## src/rtl/fb_write_arbiter_pkg.sv

```systemverilog
// Shared constants, colours and FSM encoding for the frame-buffer write-port arbiter.
// The optional out-of-range write guard in fb_write_arbiter is enabled by BOUNDS_CHECK_EN.
package fb_write_arbiter_pkg;

    localparam int unsigned SCREEN_X = 176;
    localparam int unsigned SCREEN_Y = 120;
    localparam int unsigned AW       = 15;
    localparam int unsigned DW       = 3;
    localparam int unsigned PIXELS   = SCREEN_X * SCREEN_Y;

    localparam logic [DW-1:0] RED   = 3'b100;
    localparam logic [DW-1:0] GREEN = 3'b010;
    localparam logic [DW-1:0] BLUE  = 3'b001;
    localparam logic [DW-1:0] BLACK = 3'b000;

    typedef enum logic [1:0] {
        IDLE  = 2'd0,
        CLEAR = 2'd1,
        DONE  = 2'd2
    } fb_state_e;

endpackage

```

## src/rtl/fb_clear_counter.sv

```systemverilog
// Linear address counter for the clear-fill engine; saturates on the last pixel.
module fb_clear_counter #(
    parameter int unsigned AW   = fb_write_arbiter_pkg::AW,
    parameter int unsigned LAST = fb_write_arbiter_pkg::PIXELS - 1
) (
    input  logic          clk,
    input  logic          rst_ni,
    input  logic          start_i,
    input  logic          adv_i,
    output logic [AW-1:0] next_c_o,
    output logic          last_c_o
);

    logic [AW-1:0] cnt_q;
    logic [AW-1:0] cnt_d;

    assign last_c_o = (cnt_q == AW'(LAST));

    // start wins over advance; advancing past the last pixel is blocked
    always_comb begin
        cnt_d = cnt_q;
        if (start_i) begin
            cnt_d = '0;
        end else if (adv_i && !last_c_o) begin
            cnt_d = cnt_q + AW'(1);
        end
    end

    assign next_c_o = cnt_d;

    always_ff @(posedge clk or negedge rst_ni) begin
        if (!rst_ni) begin
            cnt_q <= '0;
        end else begin
            cnt_q <= cnt_d;
        end
    end

endmodule

```

## src/rtl/fb_write_arbiter.sv

```systemverilog
// Single write port of the RGB111 frame buffer, shared by two requesters and a clear-fill engine.
// Define BOUNDS_CHECK_EN to suppress out-of-range writes and expose the sticky oob_err flag.
module fb_write_arbiter #(
    parameter int unsigned SCREEN_X = fb_write_arbiter_pkg::SCREEN_X,
    parameter int unsigned SCREEN_Y = fb_write_arbiter_pkg::SCREEN_Y,
    parameter int unsigned AW       = fb_write_arbiter_pkg::AW,
    parameter int unsigned DW       = fb_write_arbiter_pkg::DW
) (
    input  logic          clk,
    input  logic          rst,
    input  logic          req0,
    input  logic [AW-1:0] addr0,
    input  logic [DW-1:0] data0,
    output logic          gnt0,
    input  logic          req1,
    input  logic [AW-1:0] addr1,
    input  logic [DW-1:0] data1,
    output logic          gnt1,
    input  logic          clear_start,
    input  logic [DW-1:0] clear_color,
    output logic          clear_busy,
    output logic          clear_done,
    output logic [AW-1:0] mem_px_addr,
    output logic [DW-1:0] mem_px_data,
    output logic          px_wr
`ifdef BOUNDS_CHECK_EN
    ,
    output logic          oob_err
`endif
);

    import fb_write_arbiter_pkg::*;

    localparam int unsigned NPIX = SCREEN_X * SCREEN_Y;

    fb_state_e     state_q, state_d;
    logic          gnt0_q, gnt0_d;
    logic          gnt1_q, gnt1_d;
    logic          wr_q, wr_d;
    logic          busy_q, busy_d;
    logic          done_q, done_d;
    logic          rr_q, rr_d;
    logic [AW-1:0] addr_q, addr_d;
    logic [DW-1:0] data_q, data_d;
    logic [DW-1:0] color_q, color_d;
`ifdef BOUNDS_CHECK_EN
    logic          oob_q, oob_d;
`endif

    logic          cnt_start;
    logic          cnt_adv;
    logic [AW-1:0] cnt_next;
    logic          cnt_last;
    logic          elig0;
    logic          elig1;
    logic          pick1;

    fb_clear_counter #(
        .AW   (AW),
        .LAST (NPIX - 1)
    ) u_clear_counter (
        .clk      (clk),
        .rst_ni   (rst),
        .start_i  (cnt_start),
        .adv_i    (cnt_adv),
        .next_c_o (cnt_next),
        .last_c_o (cnt_last)
    );

    // A requester whose grant is currently on the port is not eligible this cycle
    assign elig0 = req0 && !gnt0_q;
    assign elig1 = req1 && !gnt1_q;
    assign pick1 = elig1 && (!elig0 || rr_q);

    always_comb begin
        state_d   = state_q;
        gnt0_d    = 1'b0;
        gnt1_d    = 1'b0;
        wr_d      = 1'b0;
        busy_d    = busy_q;
        done_d    = 1'b0;
        rr_d      = rr_q;
        addr_d    = addr_q;
        data_d    = data_q;
        color_d   = color_q;
        cnt_start = 1'b0;
        cnt_adv   = 1'b0;
`ifdef BOUNDS_CHECK_EN
        oob_d     = oob_q;
`endif

        unique case (state_q)
            IDLE: begin
                if (clear_start) begin
                    state_d   = CLEAR;
                    color_d   = clear_color;
                    cnt_start = 1'b1;
                    wr_d      = 1'b1;
                    addr_d    = cnt_next;
                    data_d    = clear_color;
                    busy_d    = 1'b1;
                end else if (elig0 || elig1) begin
                    gnt0_d = !pick1;
                    gnt1_d = pick1;
                    rr_d   = !pick1;
                    addr_d = pick1 ? addr1 : addr0;
                    data_d = pick1 ? data1 : data0;
                    wr_d   = 1'b1;
`ifdef BOUNDS_CHECK_EN
                    if ({1'b0, addr_d} >= (AW+1)'(NPIX)) begin
                        wr_d  = 1'b0;
                        oob_d = 1'b1;
                    end
`endif
                end
            end
            CLEAR: begin
                busy_d = 1'b1;
                if (cnt_last) begin
                    state_d = DONE;
                    done_d  = 1'b1;
                    busy_d  = 1'b0;
                end else begin
                    cnt_adv = 1'b1;
                    wr_d    = 1'b1;
                    addr_d  = cnt_next;
                    data_d  = color_q;
                end
            end
            DONE: begin
                state_d = IDLE;
            end
            default: begin
                state_d = IDLE;
                busy_d  = 1'b0;
            end
        endcase
    end

    always_ff @(posedge clk or negedge rst) begin
        if (!rst) begin
            state_q <= IDLE;
            gnt0_q  <= 1'b0;
            gnt1_q  <= 1'b0;
            wr_q    <= 1'b0;
            busy_q  <= 1'b0;
            done_q  <= 1'b0;
            rr_q    <= 1'b0;
            addr_q  <= '0;
            data_q  <= '0;
            color_q <= '0;
`ifdef BOUNDS_CHECK_EN
            oob_q   <= 1'b0;
`endif
        end else begin
            state_q <= state_d;
            gnt0_q  <= gnt0_d;
            gnt1_q  <= gnt1_d;
            wr_q    <= wr_d;
            busy_q  <= busy_d;
            done_q  <= done_d;
            rr_q    <= rr_d;
            addr_q  <= addr_d;
            data_q  <= data_d;
            color_q <= color_d;
`ifdef BOUNDS_CHECK_EN
            oob_q   <= oob_d;
`endif
        end
    end

    assign gnt0        = gnt0_q;
    assign gnt1        = gnt1_q;
    assign px_wr       = wr_q;
    assign clear_busy  = busy_q;
    assign clear_done  = done_q;
    assign mem_px_addr = addr_q;
    assign mem_px_data = data_q;
`ifdef BOUNDS_CHECK_EN
    assign oob_err     = oob_q;
`endif

endmodule

```

## config.mk

```make
export PLATFORM = sky130hd
export DESIGN_NAME = fb_write_arbiter
export DESIGN_NICKNAME = d
export VERILOG_FILES = /design/src/rtl/fb_write_arbiter_pkg.sv /design/src/rtl/fb_clear_counter.sv /design/src/rtl/fb_write_arbiter.sv
export SDC_FILE = /design/constraint.sdc
export NUM_CORES = 1
export LEC_CHECK = 0
export CORE_AREA = 4 4 81 83
export CTS_CLUSTER_DIAMETER = 100
export DETAILED_ROUTE_END_ITERATION = 10
export DIE_AREA = 0 0 85 87
export PLACE_DENSITY = 0.75
export SETUP_SLACK_MARGIN = 0.2
export SYNTH_ARGS = -nofsm -noshare
export SYNTH_HDL_FRONTEND = slang
export SYNTH_SLANG_ARGS = --single-unit
```

## constraint.sdc

```tcl
create_clock -name clk -period 2.2 [get_ports clk]
set_clock_uncertainty 0.2 [all_clocks]
set_input_delay 0.44 -clock clk [delete_from_list [all_inputs] [get_ports clk]]
set_output_delay 0.44 -clock clk [all_outputs]
set_load 0.01 [all_outputs]
```

==> impl_table.tex <==
\begin{tabular}{lr}
\hline
Metric & Value \\
\hline
\multicolumn{2}{l}{\textbf{Yosys}} \\
Biggest area contributors in the synthesized netlist & dfrtp\_1 44\%, nand2\_1 7.0\%, nor2\_1 3.3\%, a31oi\_1 3.0\%, a22o\_1 2.4\% \\
Post-Synthesis Cell Area & 2500 um2 \\
Cell count after synthesis & 268 \\
Yosys synthesis warning count & 0 \\
Library cells used by synthesis & 53 \\
Synth async-reset ratio & 100\% \\
Yosys top cell area share & 44.0\% \\
Number of storage elements in the synthesis netlist & 44 \\
Average footprint of a synthesized cell & roughly 9.3 um2 \\
Number of enable flip-flop cells after synthesis & 0 \\
Flip-flop cell with the highest count after synthesis & dfrtp\_1 \\
Library cell with the largest summed area after synthesis & dfrtp\_1 \\
Portion of the post-synthesis area used by sequential elements & 44.0\% \\
Net count after synthesis & 313 \\
\multicolumn{2}{l}{\textbf{Power}} \\
Total power & 2960 uW \\
Worst ir drop on vdd & 410 uV \\
Pwr per Cell Area & about 760 nW/um2 \\
Static leakage & 0.00164 uW \\
\multicolumn{2}{l}{\textbf{Run status}} \\
Outcome & finished, violations left \\
Violations in the final reports & negative hold slack \\
\multicolumn{2}{l}{\textbf{Finish}} \\
Area growth syn-to-layout & 54.9\% \\
Fraction of layout instances using a drive strength above 1 & 28.9\% \\
Fillcell total & 437 \\
Top library cells by usage in the layout, fill and taps aside & 65 x clkdlybuf4s50\_1, 47 x buf\_4, 45 x nand2\_1 \\
Multi-input combinational cell area & 1420 um2 \\
Net total in the final layout & roughly 430 \\
Sequential cell area & 1110 um2 \\
N\_diodes & 0 \\
Fin cells & $\sim$460 \\
Most common cell after layout, fill and taps aside & clkdlybuf4s50\_1 \\
\multicolumn{2}{l}{\textbf{Floorplanning}} \\
Die outline width & approximately 85 um \\
Top Ports & 67 \\
Core Box Area & around 5900 um2 \\
Die ar. & between 7000 and 8000 um2 \\
DIE HEIGHT & 87 um \\
Starting density of the core & a little over two fifths \\
Number of rows created at floorplan & 28 \\
\multicolumn{2}{l}{\textbf{STA}} \\
Slew of the pin with the lowest slew margin & 0.554 ns \\
Final worst path period share & 100\% \\
Final Max Tran Viols & 0 \\
Final Hold Slack & -0.00269 ns \\
Final sum of negative setup slack & 0 ns \\
Worst slew slack as a fraction of its limit & a little over three fifths \\
Final Hold Fails & 2 \\
Fin crit period & between 2 and 2.5 ns \\
Peak Freq & 455 MHz \\
Final setup vio count & 0 \\
RSZ-0062 raised after global routing & true \\
\multicolumn{2}{l}{\textbf{Job}} \\
Maximum Capacitance Violations & 0 \\
\multicolumn{2}{l}{\textbf{Setup path}} \\
Worst-path maximum fanout & 7 \\
Critical path data required time & 2.20 ns \\
Arrival time of the worst setup path & 2.20 ns \\
Delay of the slowest cell on the worst path & 0.47 ns \\
Crit start category & input port \\
Family of cells with the greatest summed delay on the critical path & buffers and inverters \\
Slowest library cell on the worst path & clkdlybuf4s50\_1 \\
Worst path buffer plus inverter count & 5 \\
Cell breakdown of the critical path & clkdlybuf4s50\_1 -> nand2b\_1 -> buf\_4 -> a31oi\_1 -> nand2\_4 -> buf\_4 -> buf\_4 -> buf\_4 -> a22o\_1 \\
Worst Setup Path Type & in -> reg \\
Element type at the critical path end & flip-flop \\
Most common cell on crit path & buf\_4 \\
\multicolumn{2}{l}{\textbf{Clocking}} \\
Clock edge transition at the registers on the reported setup and hold paths & 0.08 ns \\
H-tree levels & 2 \\
Number of clock sinks & 44 \\
Post-CTS Hold Fix Bufs & 0 \\
Clock latency on the worst-skew pair & 0.30 ns \\
Clock buffer count from CTS & 5 \\
Clock root buffer master & clkbuf\_8 \\
Clock tree from TritonCTS & yes \\
Number of buffers on the longest clock path & 2 \\
\multicolumn{2}{l}{\textbf{GRT}} \\
Largest net degree at the start of global routing & 45 \\
Via count of the first global-routing pass & 2521 \\
Global-route wire length before repair & between 10000 and 15000 um \\
All-layer global routing usage & 20.8\% \\
Grt ovf & 0 \\
Number of antenna violations at the first check in global routing & 0 \\
\multicolumn{2}{l}{\textbf{Detailed routing}} \\
Ratio of routed vias to standard cells & 5.73 \\
Final wirelength & between 7000 and 8000 um \\
Routed wire per std cell & 17.4 um \\
Number of antenna-violating nets in the routed design & 0 \\
Detailed Route Iter0 Violations & 198 \\
Vias & 2614 \\
Count of unresolved DRC violations after routing & 0 \\
First-pass iteration count of the detailed router & 5 \\
\multicolumn{2}{l}{\textbf{Placement}} \\
Number of port buffers & 66 \\
Dpl cells & around 440 \\
RD Place Congestion & approximately 0.88 \\
Detailed Place HPWL & roughly 5500 um \\
\multicolumn{2}{l}{\textbf{Worst hold path}} \\
Hold Path Class & in -> async \\
\hline
\end{tabular}
[worst register-to-register path, stage by stage, from the launching register on]
cell and delay, ns:
dfrtp_2 0.43, nor4b_4 0.40, nand4_1 0.27, nand2_4 0.24, nor2_4 0.05, buf_6 0.13
a221o_1 0.30
[registers in the layout, indices dropped and copies added (netlist names)]
register and count:
color_q 3, mem_px_data 3, px_wr 1, rr_q 1, u_clear_counter.cnt_q 15, state_q 2
mem_px_addr 15, gnt1 1, clear_done 1, clear_busy 1, gnt0 1
[cell type report]
class | instances | share of cell area (%)
inverter | 4 | 0.484
tap | 75 | 2.42
multi-input combinational | 203 | 36.7
clock inverter | 1 | 0.194
sequential | 44 | 28.6
clock buffer | 7 | 2.23
timing repair buffer | 122 | 29.4
[stage by stage]
stage	hold slack (ns)	utilization [%]	worst slack, ns	instance area, um2
floorplan	-0.0556	-	0.192	2530
global placement	0.256	60.4	-0.239	3530
detailed placement	0.268	60.4	-0.280	3530
CTS	0.0227	63.3	0.0972	3710
global route	0.0565	66.3	-0.0357	3880
finish	-0.00269	66.3	0.000338	3880
[report_power, final]
| part | switching, uW | internal (uW) | leakage, uW |
|---|---|---|---|
| logic | 531 | 673 | 0.00105 |
| registers | 200 | 1010 | 0.000547 |
| clock network | 287 | 256 | 0.0000445 |
| total | 1020 | 1940 | 0.00164 |
[cells by family (layout without fill, tap and decap cells)]
| logic type | Yosys count | in the layout | share of synthesized area, % |
|---|---|---|---|
| AO/OA/AOI/OAI | 68 | 68 | 20.6 |
| multiplexers | 8 | 8 | 3.40 |
| buffers and inverters | 21 | 134 | 4.05 |
| flip-flops | 44 | 44 | 44.0 |
| adder cells (fa/ha/maj) | 1 | 1 | 0.500 |
| AND/OR/NAND/NOR | 121 | 121 | 25.8 |
| XOR/XNOR | 5 | 5 | 1.75 |
[path summary, 6_finish.rpt]
path                                     startpoint                  endpoint  cells after the start  slack, ns
setup reg to reg           u_clear_counter.cnt_q[8]            mem_px_addr[7]                      6       0.06
hold / removal                                  rst            mem_px_addr[4]                      2     -0.003
hold reg to reg                          color_q[2]                color_q[2]                      2       0.29
min in group clk                         color_q[2]                color_q[2]                      2       0.29
setup / recovery                               req0            mem_px_addr[1]                      9     0.0003
max in group asynchronous                       rst  u_clear_counter.cnt_q[0]                      2       1.38
[layer usage]
layer	routed length (um)	vias to the layer above	part of all wire (%)	GRT usage, %
li1	-	1211	-	-
met2	3670	117	46	32.2
met3	554	7	7.0	3.78
met4	81	0	1.0	5.32
met1	3650	1279	46	30.1
met5	0	-	0	0
[Yosys cell counts, drive strengths merged, types with 5 or more instances]
master / number
a22o: 7
nand2b: 5
a21oi: 8
nand2: 47
o31ai: 5
and4: 5
buf: 10
nand3: 10
and3: 5
a31oi: 12
nor2: 22
o21ai: 12
nand4: 5
clkbuf: 7
nor4: 5
dfrtp: 44
[repair_timing]
item / CTS / global route
gates cloned: 1 / 2
pin swaps: 4 / 9
gates resized for setup: 11 / 22
endpoints found under the setup margin: 17 / 20
setup buffers: 6 / 3
(Power assumes the default switching activity.)
==> RTL edit 1, RTL diff (config.mk and constraints unchanged) <==
The option `BOUNDS_CHECK_EN` is turned on by a define.
--- a/src/rtl/fb_write_arbiter.sv
+++ b/src/rtl/fb_write_arbiter.sv
@@ -1,5 +1,7 @@
 // Single write port of the RGB111 frame buffer, shared by two requesters and a clear-fill engine.
 // Define BOUNDS_CHECK_EN to suppress out-of-range writes and expose the sticky oob_err flag.
+`define BOUNDS_CHECK_EN
+
 module fb_write_arbiter #(
     parameter int unsigned SCREEN_X = fb_write_arbiter_pkg::SCREEN_X,
     parameter int unsigned SCREEN_Y = fb_write_arbiter_pkg::SCREEN_Y,
Check against the original RTL (old outputs only; new: oob_err): not equivalent (a bounded check fails within 4 cycles, from zero or initial values and one cycle with rst low).
==> RTL edit 1 against the unedited design <==
Routed wire length increased by 8.7%. Largest power group is now combinational cells. Register-to-register slack gained 0.099 ns. Non-clock buffer count is 17 higher. Power up 5.2%. Setup slack improved by 0.16 ns. Via count up 6.2%. Utilization increased by 4.5 points. Sequential cell count is 1 higher. Global-route usage increased by 1.8 points. First-iteration DRC count up 39%. Area after synthesis grew 5.8%. Cell area up 6.8%. Sequential power fell by 4%.
==> RTL edit 1: results (changes against the unedited design) <==
Synth:
- The xor-xnor portion of the synthesized cell area was 2.316% (+0.57 points).
- The distinct cell type count of the synthesized netlist came to 57 (+7.5%).
- The post-synthesis average cell area is 9.161 um2 (-1.9%).
- The multiplexer fraction of the synthesized cell area is 3.166% (-0.23 points).
- The sequential area share after synthesis is 42.53% (-1.5 points).
- The post-synth net total is 334 (+6.7%).
- The adder-cell area share of the yosys netlist was 0.4726% (-0.027 points).
- The synthesized-area fraction occupied by ao, oa, aoi and oai cells came to 19.47% (-1.1 points).
- In the post-synthesis netlist, the biggest area contributors are sky130_fd_sc_hd__dfrtp_1, sky130_fd_sc_hd__nand2_1, sky130_fd_sc_hd__nor2_1.
- After synthesis, the most frequently instantiated cells are sky130_fd_sc_hd__nand2_1, sky130_fd_sc_hd__dfrtp_1, sky130_fd_sc_hd__nor2_1.

Worst setup path:
- The reg-to-reg setup timing slack is 0.16 ns (+0.10 ns).
- The reg-to-reg endpoint is mem_px_addr[14].
- The worst register-to-register path begins at u_clear_counter.cnt_q[0].
- The largest fanout of any net on the critical path came to 3 (-4).
- The critical path data arrival time came to 2.07 ns (-0.13 ns).
- The number of cell instances on the worst register-to-register path came to 7 (+1).

Clock tree:
- The cell at the root of the clock tree is sky130_fd_sc_hd__clkbuf_8.
- The clock buffer count from CTS is 5 (unchanged).

Final layout:
- The number of fillers in the final layout came to 414 (-5.3%).
- The post-layout instance count excluding filler cells is 487 (+6.8%).
- The share of cells above drive strength 1 was 30.10% (+1.2 points).

Placed design:
- The placed cell count is 455 (+4.4%).
- The number of input and output port buffers inserted came to 67 (+1.5%).
- The global placement routability congestion is 0.8695 (-0.95%).
- The post-DP HPWL is 6085 um (+9.9%).

Drt:
- The total iterations of the first detailed-routing run is 5 (unchanged).
- The average wire length per cell after detail routing is 17.76 um (+1.8%).
- The via count is 2775 (+6.2%).
- The number of violations reported at the end of detailed-routing iteration 0 is 276 (+39%).

STA:
- The transition at the pin with the smallest max-transition slack is 0.4235 ns (-0.1309 ns).
- The final hold violation count is 0 (-2).

Power and ir drop:
- The leakage power is 1.853 nW (+13%).
- The peak supply drop is 0.0004634 V (+13%).

Global route:
- The total global routing track utilization is 22.66% (+1.8 points).
- The number of global-route vias before repair is 2679 (+6.3%).
- The wire length of the first global-routing pass is 13110 um (+6.5%).
- The maximum number of pins on one net before global-route repair is 18 (-60%).

Run status:
- The run finished with clean final reports.

Worst hold path:
- The worst hold-check path type is flip-flop to flip-flop.
[RTL edit 1: stage by stage]
stage	worst slack, ns	total power [mW]	hold slack [ns]	cell area (um2)	setup TNS [ns]
global route	0.08542	3.281	0.3100	4140	0
global placement	-0.1426	2.366	0.1914	3642	-1.403
CTS	0.1714	3.046	0.2667	3964	0
detailed placement	-0.2264	2.397	0.1928	3642	-2.512
floorplan	0.2247	1.751	-0.05559	2648	0
finish	0.1588	3.109	0.2648	4140	0
[RTL edit 1: metal layers]
layer	routed length, um	part of all wire [%]	GRT usage, %	vias up
met2	4422	51	38.84	119
met4	92	1.1	5.036	0
met1	3630	42	30.40	1354
met5	0	0	0	-
li1	-	-	-	1293
met3	505	5.8	3.406	9
[RTL edit 1: area by class of cell]
type,instances,share of cell area [%]
timing repair buffer,139,30.98
clock buffer,7,2.085
multi-input combinational,212,36.57
sequential,45,27.29
inverter,9,0.8160
tap,75,2.267
[RTL edit 1: worst max-delay path by stage]
stage / startpoint / to / depth (start not counted)
2_1_floorplan: u_clear_counter.cnt_q[0] / mem_px_addr[14] / 8
3_5_place_dp: clear_start / mem_px_addr[3] / 6
6_report: u_clear_counter.cnt_q[0] / mem_px_addr[14] / 7
3_3_place_gp: clear_start / mem_px_addr[4] / 6
4_1_cts: u_clear_counter.cnt_q[1] / mem_px_addr[8] / 7
5_1_grt: u_clear_counter.cnt_q[7] / mem_px_addr[14] / 6
[RTL edit 1: logic make-up (layout without fill, tap and decap cells)]
logic type / Yosys count / count (layout)
AOI/OAI and AO/OA: 74 / 74
DFF: 45 / 45
buffers and inverters: 32 / 155
and+or+nand+nor: 122 / 122
adders and majority gates: 1 / 1
xor gates and xnor gates: 7 / 7
muxes: 8 / 8
[RTL edit 1: worst max-delay path, cell delays in order (launching register included)]
cell,delay [ns]
sky130_fd_sc_hd__dfrtp_1,0.40
sky130_fd_sc_hd__ha_4,0.15
sky130_fd_sc_hd__and3b_2,0.24
sky130_fd_sc_hd__buf_4,0.14
sky130_fd_sc_hd__nand3_1,0.13
sky130_fd_sc_hd__or3_4,0.37
sky130_fd_sc_hd__a21oi_4,0.17
sky130_fd_sc_hd__a221o_1,0.17
[RTL edit 1: what timing repair did]
action,in CTS,in global routing
buffers inserted,13,10
hold buffers,1,0
gates resized for setup,23,23
gates cloned,1,0
endpoints found under the hold margin,15,0
endpoints found under the setup margin,21,15
pin swaps,8,23
[RTL edit 1: power breakdown]
part | internal [mW] | switching (mW) | leakage (nW)
sequential | 1.02 | 0.144 | 0.568
clock | 0.249 | 0.264 | 0.0443
combinational | 0.788 | 0.645 | 1.24
total | 2.06 | 1.05 | 1.85
==> RTL edit 2, RTL diff (config.mk and constraints unchanged) <==
Made on the original files. Encoding of `fb_state_e`: now one-hot (3 bits for 3 states).
--- a/src/rtl/fb_write_arbiter_pkg.sv
+++ b/src/rtl/fb_write_arbiter_pkg.sv
@@ -13,10 +13,10 @@
     localparam logic [DW-1:0] BLUE  = 3'b001;
     localparam logic [DW-1:0] BLACK = 3'b000;
 
-    typedef enum logic [1:0] {
-        IDLE  = 2'd0,
-        CLEAR = 2'd1,
-        DONE  = 2'd2
+    typedef enum logic [2:0] {
+        IDLE  = 3'b001,
+        CLEAR = 3'b010,
+        DONE  = 3'b100
     } fb_state_e;
 
 endpackage
Check against the original RTL: no difference found for any inputs over 10 cycles, from zero or initial values and one cycle with rst low; not proved beyond that.
==> RTL edit 2 against the unedited design <==
The flow finishes with violations (negative setup slack). Synthesized cell count rose by 4.1%. Power up 35%. Routed wire length grew 4.2%. Setup slack worse by 0.0068 ns. Critical endpoint is now mem_px_addr[7]. Area after synthesis is 0.75% higher. Cell area rose by 4.7%. Final cell count up 4.8%. Sequential cell count is 1 higher. Critical path type is now flip-flop to flip-flop. Via count grew 2.4%.
==> RTL edit 2: results (changes against the unedited design) <==
Run status:
- The checks that failed: negative setup slack.
- The run finished, with violations left.

Final layout:
- The share of cells above drive strength 1 came to 29.28% (+0.41 points).
- The core utilization of the finished layout is 69.38% (+3.1 points).
- The number of buffers other than clock buffers in the final layout is 135 (+11%).
- The count of inverters other than clock inverters in the layout is 2 (-2).
- The share of cell area taken by flip-flops and latches came to 27.77% (-0.79 points).
- The multi-input combinational cell count is 213 (+4.9%).
- The fraction of area in multi-input gates is 36.50% (-0.20 points).
- The post-layout instance count excluding filler cells came to 478 (+4.8%).
- The total of clock buffers placed in the layout is 6 (-1).
- The number of sequential cells in the layout is 45 (+2.3%).
- The number of fillers in the final layout is 424 (-3.0%).

Power and ir drop:
- The leakage power is 1.754 nW (+6.6%).
- The power consumed by the clock network is 631 uW (+16%).
- The combinational-cell power consumption is 2.11 mW (+76%).
- The switching power summed over all nets is 1.401 mW (+38%).
- The logic gate share of total power is 53.0% (+12 points).

Worst setup path:
- The largest fanout of any net on the critical path is 5 (-2).
- The delay of the slowest cell on the worst path is 0.57 ns (+0.10 ns).
- The kind of cell adding the most delay to the critical path is simple AND/OR/NAND/NOR gates.

STA:
- The transition at the pin with the smallest max-transition slack is 0.5781 ns (+0.02379 ns).
- The number of setup violations in the final report is 1 (+1).
- The total negative slack is -0.006497 ns (-0.006497 ns).
- The final setup slack of the worst path is -0.006497 ns (-0.006835 ns).
- The final hold violation count is 0 (-2).

Drt:
- The number of violations reported at the end of detailed-routing iteration 0 came to 260 (+31%).
- The total iterations of the first detailed-routing run is 4 (-1).
- The wire length reported by the detailed router was 8292 um (+4.2%).

Global route:
- The maximum number of pins on one net before global-route repair is 46 (+2.2%).
- The wire length of the first global-routing pass is 12820 um (+4.2%).
- The number of global-route vias before repair is 2603 (+3.3%).
- The total global routing track utilization is 22.24% (+1.4 points).

Placed design:
- The global placement routability congestion was 0.8940 (+1.8%).

Synth:
- Sorting the synthesized cells by area gives the leading types as sky130_fd_sc_hd__dfrtp_1, sky130_fd_sc_hd__nand2_1, sky130_fd_sc_hd__nor2_1.
- The post-synth net total is 324 (+3.5%).
- The distinct cell type count of the synthesized netlist was 49 (-7.5%).
- The sequential area share after synthesis is 44.71% (+0.71 points).
- The post-synthesis average cell area was 9.036 um2 (-3.2%).
==> RTL edit 2: routing by layer <==
metal	vias to the layer above	part of all wire [%]	track usage [%]
li1	1254	-	-
met1	1317	43	30.00
met2	94	49	36.86
met3	11	6.4	3.974
met4	0	1.4	6.187
met5	-	0	0
==> RTL edit 2: final timing paths <==
path / endpoint / slack [ns]
min: color_q[0] / 0.02
min reg2reg: color_q[0] / 0.29
min in group clk: color_q[0] / 0.29
max in group asynchronous: mem_px_addr[5] / 1.40
max reg2reg: mem_px_addr[7] / -0.006
max: mem_px_addr[7] / -0.006
==> RTL edit 2: cell families (layout without fill, tap and decap cells) <==
group	count (synthesis)	in the layout	share of synthesized area (%)
compound gates	61	61	16.48
xor+xnor	4	4	1.390
fa+ha+maj	1	1	0.4962
buf+inv	21	145	4.070
flops	45	45	44.71
mux	12	12	4.913
simple gates	135	135	27.94
==> RTL edit 2: what timing repair did <==
action,4_1_cts,5_1_grt
gates resized for setup,16,17
setup buffers,2,3
endpoints found under the setup margin,24,27
pin swaps,3,2
